$ cat src/rtl/mul_arbiter.sv
// mul_arbiter
//   Round-robin scheduler that shares a single sequential multiplier among
//   four requesters. One requester is served at a time through a full
//   four-phase start/ack handshake. The product is returned with a one-cycle
//   done pulse.
//
//   Optional feature: define MUL_ARB_TIMEOUT_EN to enable a watchdog. A
//   request the multiplier never acknowledges is then abandoned after TIMEOUT
//   cycles. That request completes with rezultat = 0 and err pulsing with done.
//
// Ports
//   Clk           in   rising-edge clock
//   Rst_n         in   asynchronous active-low reset
//   req[3:0]      in   level request per requester, held until its done
//   op_a, op_b    in   packed operands, requester i at [i*WIDTH +: WIDTH]
//   grant[3:0]    out  one-hot, requester being served (issue..completion)
//   done[3:0]     out  one-hot one-cycle completion pulse
//   rezultat      out  captured product, valid with done
//   busy          out  state is not IDLE
//   err           out  watchdog pulse coincident with done (0 without macro)
//   mul_start     out  start to multiplier
//   mul_a, mul_b  out  operands to multiplier, stable while mul_start is high
//   mul_rezultat  in   multiplier product
//   mul_ack       in   multiplier completion
//
// States
//   state    | meaning
//   IDLE     | choose the next eligible requester and issue it
//   WAIT_ACK | mul_start high, waiting for mul_ack to rise
//   RELEASE  | mul_start low, waiting for mul_ack to fall, then done
module mul_arbiter #(
  parameter int WIDTH   = 4,
  parameter int TIMEOUT = 64
) (
  input  logic                 Clk,
  input  logic                 Rst_n,
  input  logic [3:0]           req,
  input  logic [4*WIDTH-1:0]   op_a,
  input  logic [4*WIDTH-1:0]   op_b,
  output logic [3:0]           grant,
  output logic [3:0]           done,
  output logic [2*WIDTH-1:0]   rezultat,
  output logic                 busy,
  output logic                 err,
  output logic                 mul_start,
  output logic [WIDTH-1:0]     mul_a,
  output logic [WIDTH-1:0]     mul_b,
  input  logic [2*WIDTH-1:0]   mul_rezultat,
  input  logic                 mul_ack
);

  typedef enum logic [1:0] {
    IDLE     = 2'd0,
    WAIT_ACK = 2'd1,
    RELEASE  = 2'd2
  } state_t;

  if (TIMEOUT < 1) begin : g_bad_timeout
    $error("mul_arbiter: TIMEOUT must be at least 1");
  end

  state_t               state_q, state_d;
  logic [1:0]           ptr_q, ptr_d;
  logic [1:0]           idx_q, idx_d;
  logic [3:0]           grant_d, done_d;
  logic [2*WIDTH-1:0]   rez_d;
  logic                 start_d;
  logic [WIDTH-1:0]     a_d, b_d;

  logic [3:0]           elig;
  logic                 found;
  logic [1:0]           sel;

`ifdef MUL_ARB_TIMEOUT_EN
  localparam int TW = $clog2(TIMEOUT) + 1;
  localparam logic [TW-1:0] TMR_LOAD = TW'(TIMEOUT - 1);
  logic [TW-1:0] tmr_q, tmr_d;
  logic          err_d;
`endif

  // The done mask keeps a requester that is still holding req during its own
  // done cycle from being granted again immediately.
  assign elig = req & ~done;
  assign busy = (state_q != IDLE);

  // Round-robin search starting one past the last served index.
  always_comb begin
    logic [1:0] cand;
    found = 1'b0;
    sel   = ptr_q;
    cand  = ptr_q;
    for (int i = 1; i <= 4; i++) begin
      cand = ptr_q + 2'(i);
      if (!found && elig[cand]) begin
        found = 1'b1;
        sel   = cand;
      end
    end
  end

  always_comb begin
    state_d = state_q;
    ptr_d   = ptr_q;
    idx_d   = idx_q;
    grant_d = grant;
    done_d  = '0;
    rez_d   = rezultat;
    start_d = mul_start;
    a_d     = mul_a;
    b_d     = mul_b;
`ifdef MUL_ARB_TIMEOUT_EN
    tmr_d   = tmr_q;
    err_d   = 1'b0;
`endif

    unique case (state_q)
      IDLE: begin
        if (found) begin
          grant_d = 4'b0001 << sel;
          idx_d   = sel;
          a_d     = op_a[sel*WIDTH +: WIDTH];
          b_d     = op_b[sel*WIDTH +: WIDTH];
          start_d = 1'b1;
          state_d = WAIT_ACK;
`ifdef MUL_ARB_TIMEOUT_EN
          tmr_d   = TMR_LOAD;
`endif
        end
      end
      WAIT_ACK: begin
        if (mul_ack) begin
          rez_d   = mul_rezultat;
          start_d = 1'b0;
          state_d = RELEASE;
        end
      end
      RELEASE: begin
        // Completing only after ack falls guarantees the multiplier is idle
        // before the next issue.
        if (!mul_ack) begin
          done_d  = grant;
          grant_d = '0;
          ptr_d   = idx_q;
          state_d = IDLE;
        end
      end
      default: begin
        grant_d = '0;
        start_d = 1'b0;
        state_d = IDLE;
      end
    endcase

`ifdef MUL_ARB_TIMEOUT_EN
    // Watchdog overrides normal progress once the budget is spent.
    if (state_q != IDLE) begin
      if (tmr_q == '0) begin
        done_d  = grant;
        err_d   = 1'b1;
        grant_d = '0;
        start_d = 1'b0;
        rez_d   = '0;
        ptr_d   = idx_q;
        state_d = IDLE;
      end else begin
        tmr_d = tmr_q - 1'b1;
      end
    end
`endif
  end

  always_ff @(posedge Clk or negedge Rst_n) begin
    if (!Rst_n) begin
      state_q   <= IDLE;
      ptr_q     <= 2'd3;
      idx_q     <= 2'd0;
      grant     <= '0;
      done      <= '0;
      rezultat  <= '0;
      mul_start <= 1'b0;
      mul_a     <= '0;
      mul_b     <= '0;
    end else begin
      state_q   <= state_d;
      ptr_q     <= ptr_d;
      idx_q     <= idx_d;
      grant     <= grant_d;
      done      <= done_d;
      rezultat  <= rez_d;
      mul_start <= start_d;
      mul_a     <= a_d;
      mul_b     <= b_d;
    end
  end

`ifdef MUL_ARB_TIMEOUT_EN
  always_ff @(posedge Clk or negedge Rst_n) begin
    if (!Rst_n) begin
      tmr_q <= '0;
      err   <= 1'b0;
    end else begin
      tmr_q <= tmr_d;
      err   <= err_d;
    end
  end
`else
  assign err = 1'b0;
`endif

endmodule

$ cat config.mk
export PLATFORM = sky130hd
export DESIGN_NAME = mul_arbiter
export DESIGN_NICKNAME = d
export VERILOG_FILES = /design/src/rtl/mul_arbiter.sv
export SDC_FILE = /design/constraint.sdc
export NUM_CORES = 1
export LEC_CHECK = 0
export ABC_AREA = 0
export CORE_MARGIN = 10
export CORE_UTILIZATION = 41
export DETAILED_ROUTE_END_ITERATION = 10
export PLACE_DENSITY = 0.8
export SYNTH_ARGS = -nofsm -noshare
export SYNTH_HDL_FRONTEND = slang
export SYNTH_SLANG_ARGS = --single-unit
$ cat constraint.sdc
create_clock -name Clk -period 1.9 [get_ports Clk]
set_input_delay 0.285 -clock Clk [delete_from_list [all_inputs] [get_ports Clk]]
set_output_delay 0.285 -clock Clk [all_outputs]
set_load 0.03 [all_outputs]
==> results.json, run 1 <==
{
  "period_share": 0.969,
  "worstHoldPathType": "input port to asynchronous set/reset pin",
  "vdd_drop_max_v": 0.000910,
  "finalSetupTns_ps": 0,
  "min_period_ps": 1840,
  "fmax_ghz": 0.543,
  "register_area_um2": 778,
  "avgSynthCellArea_um2": 12.1,
  "worstSetupPathType": "input port to flop",
  "nNetsFinal": 269,
  "cts.sinks": 31,
  "p_leak_nw": 1.13,
  "syn_nets": 179,
  "dr_total_vias": 1387,
  "preCtsSetupSlack_ps": -466,
  "finalWorstSetupSlack_ps": 59.8,
  "yosys-mux-area-fraction": 0.177,
  "final-max-slew-violation-count": 0,
  "synth_edf_count": 0,
  "critPathCaptureType": "flop",
  "root_buffer": "clkbuf_8",
  "grt_use_total": 0.144,
  "synthArstFlopShare": 1.00,
  "worstPathArrival_ps": 2000,
  "grt_max_degree": 32,
  "setup_viol": 0,
  "viasPerCell": 5.12,
  "ys_seq_area_frac": 0.486,
  "num_rows": 22,
  "wl_um": 4880,
  "cellPowerDensity_nw_per_um2": 1610,
  "synthCells": 132,
  "ys_ff_latch": 31,
  "final-hold-violation-count": 0,
  "syn_to_final_growth_pct": 63.9,
  "slew_headroom": 0.654,
  "critPathLaunchType": "input port",
  "synth_xor_area_frac": 0.00547,
  "drive_gt1_frac": 0.247,
  "layout_commonest_cell": "clkdlybuf4s50_1",
  "layout_common_cells": "clkdlybuf4s50_1, dfrtp_1, mux2i_1, buf_4, nand2_1",
  "fin_skew_ps": 3.48,
  "drc": 0,
  "gp_congestion": 0.773,
  "synth-simple-area-share": 0.148,
  "synth_area_um2": 1600,
  "final_util": 0.706,
  "start_util": 0.431,
  "synth-adder-area-share": 0,
  "tritoncts": "done",
  "hpwl_um": 3860,
  "cp.required_ps": 2060,
  "die_y_um": 82.5,
  "synth_ff_type": "dfrtp_1",
  "h-tree-depth": 2,
  "path_max_fanout": 8,
  "grt_pass1_wl_um": 7470,
  "synth_top_family_by_area": "multiplexers",
  "tightestPinTransition_ps": 513,
  "die_area_um2": 6810,
  "drt-pass1-iter-count": 4,
  "cts_buffer_depth": 2,
  "clk_pin_slew_worst_paths_ps": 60,
  "rsz0062_at_grt": "no",
  "die_w_um": 82.5,
  "synth_compound_area_frac": 0.136,
  "grt_pass1_vias": 1570,
  "fill_cells": 294,
  "placed_area_um2": 2450,
  "drv_cap": 0,
  "portBuffers": 72,
  "outcome": "completed",
  "multiInputGateArea_um2": 785,
  "insertion_delay_ps": 280,
  "holdWs_ps": 408,
  "drt_iter0_drc": 72,
  "synth_warnings": 0,
  "synth_cell_type_count": 40,
  "cts_made_buffers": 5,
  "coreArea_um2": 3720,
  "wl_per_cell_um": 18.0,
  "fin_area_um2": 2630,
  "antenna_found_initial": 0,
  "ant_nets": 0,
  "pin_count": 74,
  "grt_remaining_overflow": 0,
  "diodes": 0
}
## synthesized netlist by cell type, types with 2 or more instances
master	count	area share
o221ai_2	8	0.075
nor2_1	2	0.0047
dfrtp_1	29	0.45
mux2i_1	17	0.11
and2_1	4	0.016
o21ai_1	2	0.0063
mux2_2	10	0.070
nor2b_1	3	0.012
buf_4	3	0.014
inv_1	4	0.0094
nand2b_1	3	0.012
o21ai_0	3	0.0094
nand2_1	12	0.028
nand3_1	5	0.016
dfstp_2	2	0.033
## worst paths after layout
path / startpoint / to / slack (ps) / cells past startpoint
max in group asynchronous: Rst_n / ptr_q[0] / 1170 / 2
setup / recovery: req[0] / mul_b[2] / 60 / 7
setup reg to reg: done[0] / mul_b[2] / 130 / 6
hold / removal: Rst_n / grant[2] / 410 / 2
min in group Clk: mul_a[2] / mul_a[2] / 500 / 2
hold reg to reg: mul_a[2] / mul_a[2] / 500 / 2
## through the flow
step / instances / power, W
after detailed placement: 260 / 0.00354
after global routing: 271 / 0.00445
after floorplan: 132 / 0.00261
after CTS: 270 / 0.00420
after global placement: 260 / 0.00345
final: 271 / 0.00423
## sequential cells by signal, indices dropped and copies added, names as in the netlist
signal     cells
state_q        2
mul_b          4
idx_q          2
done           4
mul_start      1
grant          4
mul_a          4
rezultat       8
ptr_q          2
## worst max-delay path, stage by stage
cell             delay [ps]
clkdlybuf4s50_1         400
nor2b_4                 130
buf_4                   130
or4_4                   610
nand2_8                 100
or2_4                   210
o221ai_2                120
## where the power goes
group	switching, W	total (W)	internal, W
Combinational	0.00128	0.00249	0.00120
Sequential	0.000208	0.00117	0.000964
Clock	0.000236	0.000566	0.000330
Total	0.00173	0.00423	0.00250
## cell families (layout without fill, tap and decap cells)
logic type | Yosys count | count (layout)
AND/OR/NAND/NOR | 39 | 39
flip-flops | 31 | 31
multiplexers | 27 | 27
AO/OA/AOI/OAI | 22 | 22
buffers and inverters | 11 | 102
other | 1 | 1
XOR/XNOR | 1 | 1
## what timing repair did
action | CTS | global route
setup buffers | 2 | 1
resized for setup | 0 | 6
hold buffers | 0 | 0
endpoints found under the setup margin | 12 | 11
pin swaps | 0 | 6
endpoints found under the hold margin | 0 | 0
## cell type report
| type | instances | area share |
|---|---|---|
| well taps | 48 | 0.0229 |
| inverters | 4 | 0.00572 |
| repair buffers | 90 | 0.338 |
| multi-input cells | 90 | 0.299 |
| clock buffers | 8 | 0.0381 |
| flip-flops and latches | 31 | 0.296 |
## routing by layer
metal | vias to the layer above | GRT usage | wire [um]
met5 | - | 0 | 0
met4 | 0 | 0.0736 | 92
met2 | 46 | 0.271 | 2680
li1 | 653 | - | -
met1 | 679 | 0.137 | 1760
met3 | 9 | 0.0475 | 346
Power figures use the tool's default switching activity.
==> run 2, diff against run 1 <==
==> constraint.sdc (replaced) <==
create_clock -name Clk -period 1.9 [get_ports Clk]
set_input_delay 0.57 -clock Clk [delete_from_list [all_inputs] [get_ports Clk]]
set_output_delay 0.57 -clock Clk [all_outputs]
set_load 0.03 [all_outputs]
==> results.json, run 2 (synthesized netlist as in run 1, its figures left out) <==
{
  "min_period_ps": 1890,
  "critPathCaptureType": "flop",
  "wl_per_cell_um": 19.2,
  "wl_um": 5150,
  "antenna_found_initial": 0,
  "drt_iter0_drc": 95,
  "h-tree-depth": 2,
  "die_y_um": 82.5,
  "finalWorstSetupSlack_ps": 14.1,
  "largest_reg_flops": 8,
  "die_area_um2": 6810,
  "worstHoldPathType": "flop to flop",
  "top_usage_layer": "met2",
  "insertion_delay_ps": 280,
  "die_w_um": 82.5,
  "syn_to_final_growth_pct": 68.0,
  "path_max_fanout": 5,
  "portBuffers": 72,
  "grt_pass1_wl_um": 7700,
  "grt_max_degree": 23,
  "final_util": 0.724,
  "cp_num_buf_inv": 3,
  "worstPathArrival_ps": 2040,
  "tritoncts": "done",
  "fill_cells": 275,
  "start_util": 0.431,
  "outcome": "completed",
  "grt_pass1_vias": 1474,
  "register_area_um2": 778,
  "drive_gt1_frac": 0.305,
  "vdd_drop_max_v": 0.000885,
  "nNetsFinal": 266,
  "cp.required_ps": 2060,
  "setup_viol": 0,
  "dp_cells": 256,
  "hpwl_um": 3670,
  "r2r-end": "mul_a[3]",
  "root_buffer": "clkbuf_8",
  "met1_usage": 0.160,
  "fmax_ghz": 0.530,
  "layout_common_cells": "clkdlybuf4s50_1, dfrtp_1, dlygate4sd2_1, nand2_1",
  "gr-usage-met3": 0.0432,
  "preCtsSetupSlack_ps": -449,
  "crit_path_start": "req[1]",
  "final_cells": 268,
  "layout_commonest_cell": "clkdlybuf4s50_1",
  "gp_congestion": 0.803,
  "fin_skew_ps": 3.84,
  "multiInputGateArea_um2": 890,
  "drt-pass1-iter-count": 4,
  "timing.reg2reg.setup_slack_ps": 40,
  "cts.sinks": 31,
  "viasPerCell": 5.18,
  "clk_pin_slew_worst_paths_ps": 60,
  "final-hold-violation-count": 0,
  "rsz0062_at_grt": "yes",
  "cts_buffer_depth": 2,
  "grt_use_total": 0.150,
  "period_share": 0.993,
  "drc": 0,
  "path_delay_family": "buffers and inverters",
  "path_cells": "dlygate4sd2_1, nor2b_4, a22o_1, mux2i_4, buf_6, buf_16, mux2i_2, o221ai_2",
  "slowest_stage": "dlygate4sd2_1",
  "drv_cap": 0,
  "num_rows": 22,
  "ant_nets": 0,
  "grt_remaining_overflow": 0,
  "slowest_delay_ps": 240,
  "diodes": 0,
  "dr_total_vias": 1389,
  "grt_use_met2": 0.273,
  "r2r_cells": 7,
  "coreArea_um2": 3720,
  "endpoint": "mul_a[3]",
  "cellPowerDensity_nw_per_um2": 1560,
  "worstSetupPathType": "input port to flop",
  "cts_made_buffers": 5,
  "cp.depth": 8,
  "pin_count": 74,
  "p_leak_nw": 1.24,
  "critPathLaunchType": "input port",
  "final-max-slew-violation-count": 0,
  "regMostFlops": "rezultat",
  "cts_hold_buf": 0,
  "reg2reg_from": "done[2]"
}
-- run 2: cell types whose count changed in the layout (fill, tap and decap cells not counted), sizes merged --
cell / previous run / this run
dlymetal6s2s: 1 / 8
clkdlybuf4s50: 71 / 42
buf: 18 / 15
dlygate4sd2: 0 / 21
clkinv: 0 / 1
-- run 2: final cells by class --
| type | count | area share |
|---|---|---|
| Clock buffer | 7 | 0.0284 |
| Tap cell | 48 | 0.0223 |
| Sequential cell | 31 | 0.289 |
| Clock inverter | 1 | 0.00186 |
| Multi-Input combinational cell | 90 | 0.331 |
| Timing Repair Buffer | 87 | 0.322 |
| Inverter | 4 | 0.00558 |
-- run 2: worst register-to-register path: cells and delay by family, from the launching register on --
kind | cells | cell delay (ps)
buf+inv | 2 | 270
simple gates | 1 | 180
mux | 2 | 470
compound gates | 2 | 390
flops | 1 | 410
-- run 2: report_power, final --
group          switching (W)  leakage [nW]  internal [W]
Clock               0.000240        0.0422      0.000256
Combinational        0.00135         0.817       0.00118
Sequential          0.000202         0.383      0.000965
Total                0.00180          1.24       0.00240
-- run 2: how the worst min path moves through the flow --
stage	depth (start not counted)	slack, ps	from	to
final	2	490	mul_b[1]	mul_b[1]
after detailed placement	2	470	mul_a[0]	mul_a[0]
after floorplan	0	270	Rst_n	done[0]
after global routing	2	510	mul_b[2]	mul_b[2]
after global placement	2	470	idx_q[0]	idx_q[0]
after CTS	2	490	mul_a[3]	mul_a[3]
-- run 2: per-layer routing --
| metal | routed length, um | vias up |
|---|---|---|
| li1 | - | 647 |
| met1 | 1900 | 690 |
| met2 | 2920 | 46 |
| met3 | 273 | 6 |
| met4 | 64 | 0 |
| met5 | 0 | - |
-- run 2: metrics by stage --
step | hold slack (ps) | TNS, ps | power [W] | cell area (um2)
global placement | 472 | -5420 | 0.00345 | 2440
floorplan | 274 | -6.05 | 0.00261 | 1600
CTS | 490 | 0 | 0.00418 | 2630
detailed placement | 472 | -5800 | 0.00351 | 2440
global route | 506 | -22.0 | 0.00445 | 2690
finish | 488 | 0 | 0.00420 | 2690
-- run 2: repair_timing --
| item | 4_1_cts | 5_1_grt |
|---|---|---|
| endpoints found under the setup margin | 30 | 17 |
| buffers inserted | 4 | 0 |
| cloned | 2 | 0 |
| pin swaps | 5 | 0 |
| hold endpoints to repair | 0 | 0 |
| resized for setup | 36 | 28 |
==> run 3, diff against run 2 <==
--- a/config.mk
+++ b/config.mk
@@ -6,6 +6,7 @@
 export NUM_CORES = 1
 export LEC_CHECK = 0
 export ABC_AREA = 0
+export CAP_MARGIN = 0
 export CORE_MARGIN = 10
 export CORE_UTILIZATION = 41
 export DETAILED_ROUTE_END_ITERATION = 10
@@ -13,3 +14,4 @@
 export SYNTH_ARGS = -nofsm -noshare
 export SYNTH_HDL_FRONTEND = slang
 export SYNTH_SLANG_ARGS = --single-unit
+export TNS_END_PERCENT = 5
==> results.json, run 3 (synthesized netlist as in run 1, its figures left out) <==
{
  "antenna_found_initial": 0,
  "cts.sinks": 31,
  "grt_remaining_overflow": 0,
  "coreArea_um2": 3720,
  "hold_end": "mul_a[1]",
  "die_w_um": 82.5,
  "min_period_ps": 1830,
  "diodes": 0,
  "die_area_um2": 6810,
  "layout_common_cells": "clkdlybuf4s50_1, dfrtp_1, dlymetal6s2s_1",
  "hpwl_um": 3610,
  "portBuffers": 72,
  "critPathLaunchType": "input port",
  "drc": 0,
  "outcome": "completed",
  "num_rows": 22,
  "tritoncts": "done",
  "path_max_fanout": 8,
  "drt_iter0_drc": 82,
  "die_y_um": 82.5,
  "pin_count": 74,
  "reg2reg_from": "ptr_q[0]",
  "cellPowerDensity_nw_per_um2": 1600,
  "regMostFlops": "rezultat",
  "grt_use_total": 0.134,
  "drive_gt1_frac": 0.315,
  "cp.required_ps": 2060,
  "worstSetupPathType": "input port to flop",
  "hold_start": "mul_a[1]",
  "worstHoldPathType": "flop to flop",
  "viasPerCell": 5.11,
  "syn_to_final_growth_pct": 71.2,
  "h-tree-depth": 2,
  "layout_commonest_cell": "clkdlybuf4s50_1",
  "p_leak_nw": 1.35,
  "start_util": 0.431,
  "timing.reg2reg.setup_slack_ps": 70,
  "drv_cap": 0,
  "critPathCaptureType": "flop",
  "preCtsSetupSlack_ps": -439,
  "finalWorstSetupSlack_ps": 68.8,
  "vdd_drop_max_v": 0.000940,
  "wl_per_cell_um": 18.4,
  "clk_pin_slew_worst_paths_ps": 60,
  "cts_buffer_depth": 2,
  "r2r_cells": 6,
  "hold_depth": 2,
  "r2r-end": "mul_b[3]",
  "grt_pass1_vias": 1435,
  "gp_congestion": 0.792,
  "cts_hold_buf": 0,
  "cts_made_buffers": 5,
  "fmax_ghz": 0.546,
  "dr_total_vias": 1365,
  "nNetsFinal": 265,
  "crit_path_start": "req[3]",
  "finalSetupTns_ps": 0,
  "grt_max_degree": 32,
  "setup_viol": 0,
  "insertion_delay_ps": 280,
  "drt-pass1-iter-count": 4,
  "ant_nets": 0,
  "final-max-slew-violation-count": 0,
  "wl_um": 4910,
  "period_share": 0.964,
  "worstPathArrival_ps": 1990,
  "largest_reg_flops": 8,
  "fin_skew_ps": 2.07,
  "root_buffer": "clkbuf_8",
  "grt_pass1_wl_um": 6990,
  "final-hold-violation-count": 0
}
run 3: cell count changes in the layout (fill, tap and decap cells not counted), moves of 2 or more:
cell / delta
dlygate4sd2_1: -9
nand2b_4: +2
clkbuf_16: +2
clkbuf_1: -2
buf_4: -2
mux2i_4: -6
mux2i_2: +6
dlymetal6s2s_1: +9
nand2b_1: -2
run 3: per-stage QoR:
step	hold WS (ps)	util	instances	power (W)	cell area (um2)
after floorplan	274	-	132	0.00261	1600
after global placement	466	0.652	256	0.00346	2420
after detailed placement	475	0.652	256	0.00352	2420
after CTS	496	0.686	264	0.00418	2550
after global routing	509	0.738	267	0.00461	2740
final	486	0.738	267	0.00438	2740
run 3: area by class of cell:
type	count	area [um2]
clock buffer	6	82.6
clock inverter	2	35.0
fill	248	975
inverter	4	15.0
multi-input combinational	90	855
sequential	31	778
tap	48	60.1
timing repair buffer	86	916
run 3: timing repair:
item,4_1_cts,5_1_grt
pin swaps,1,5
buffers inserted,0,1
cloned,0,3
setup endpoints to repair,27,29
gates resized for setup,19,38
run 3: worst max-delay path, cell delays in order:
cell	delay, ps
clkdlybuf4s15_1	220
nor2b_4	160
or4_4	580
nand2_8	120
or2_4	210
o221ai_2	130
run 3: worst max-delay path by stage:
stage / endpoint / cells past startpoint
4_1_cts: mul_a[2] / 7
2_1_floorplan: mul_a[0] / 7
3_5_place_dp: mul_a[2] / 6
3_3_place_gp: mul_b[2] / 6
6_report: mul_b[1] / 6
5_1_grt: mul_a[3] / 6
run 3: metal layers:
metal | up-vias | wire (um) | track usage
met5 | - | 0 | 0
met4 | 0 | 93 | 0.0635
met3 | 7 | 336 | 0.0475
met2 | 45 | 2650 | 0.238
met1 | 665 | 1830 | 0.137
li1 | 648 | - | -
run 3: report_power, final:
| group | leakage (nW) | switching [W] | total, W | internal (W) |
|---|---|---|---|---|
| clock | 0.0612 | 0.000241 | 0.000665 | 0.000424 |
| combinational | 0.902 | 0.00134 | 0.00255 | 0.00121 |
| sequential | 0.383 | 0.000197 | 0.00116 | 0.000965 |
| total | 1.35 | 0.00178 | 0.00438 | 0.00260 |
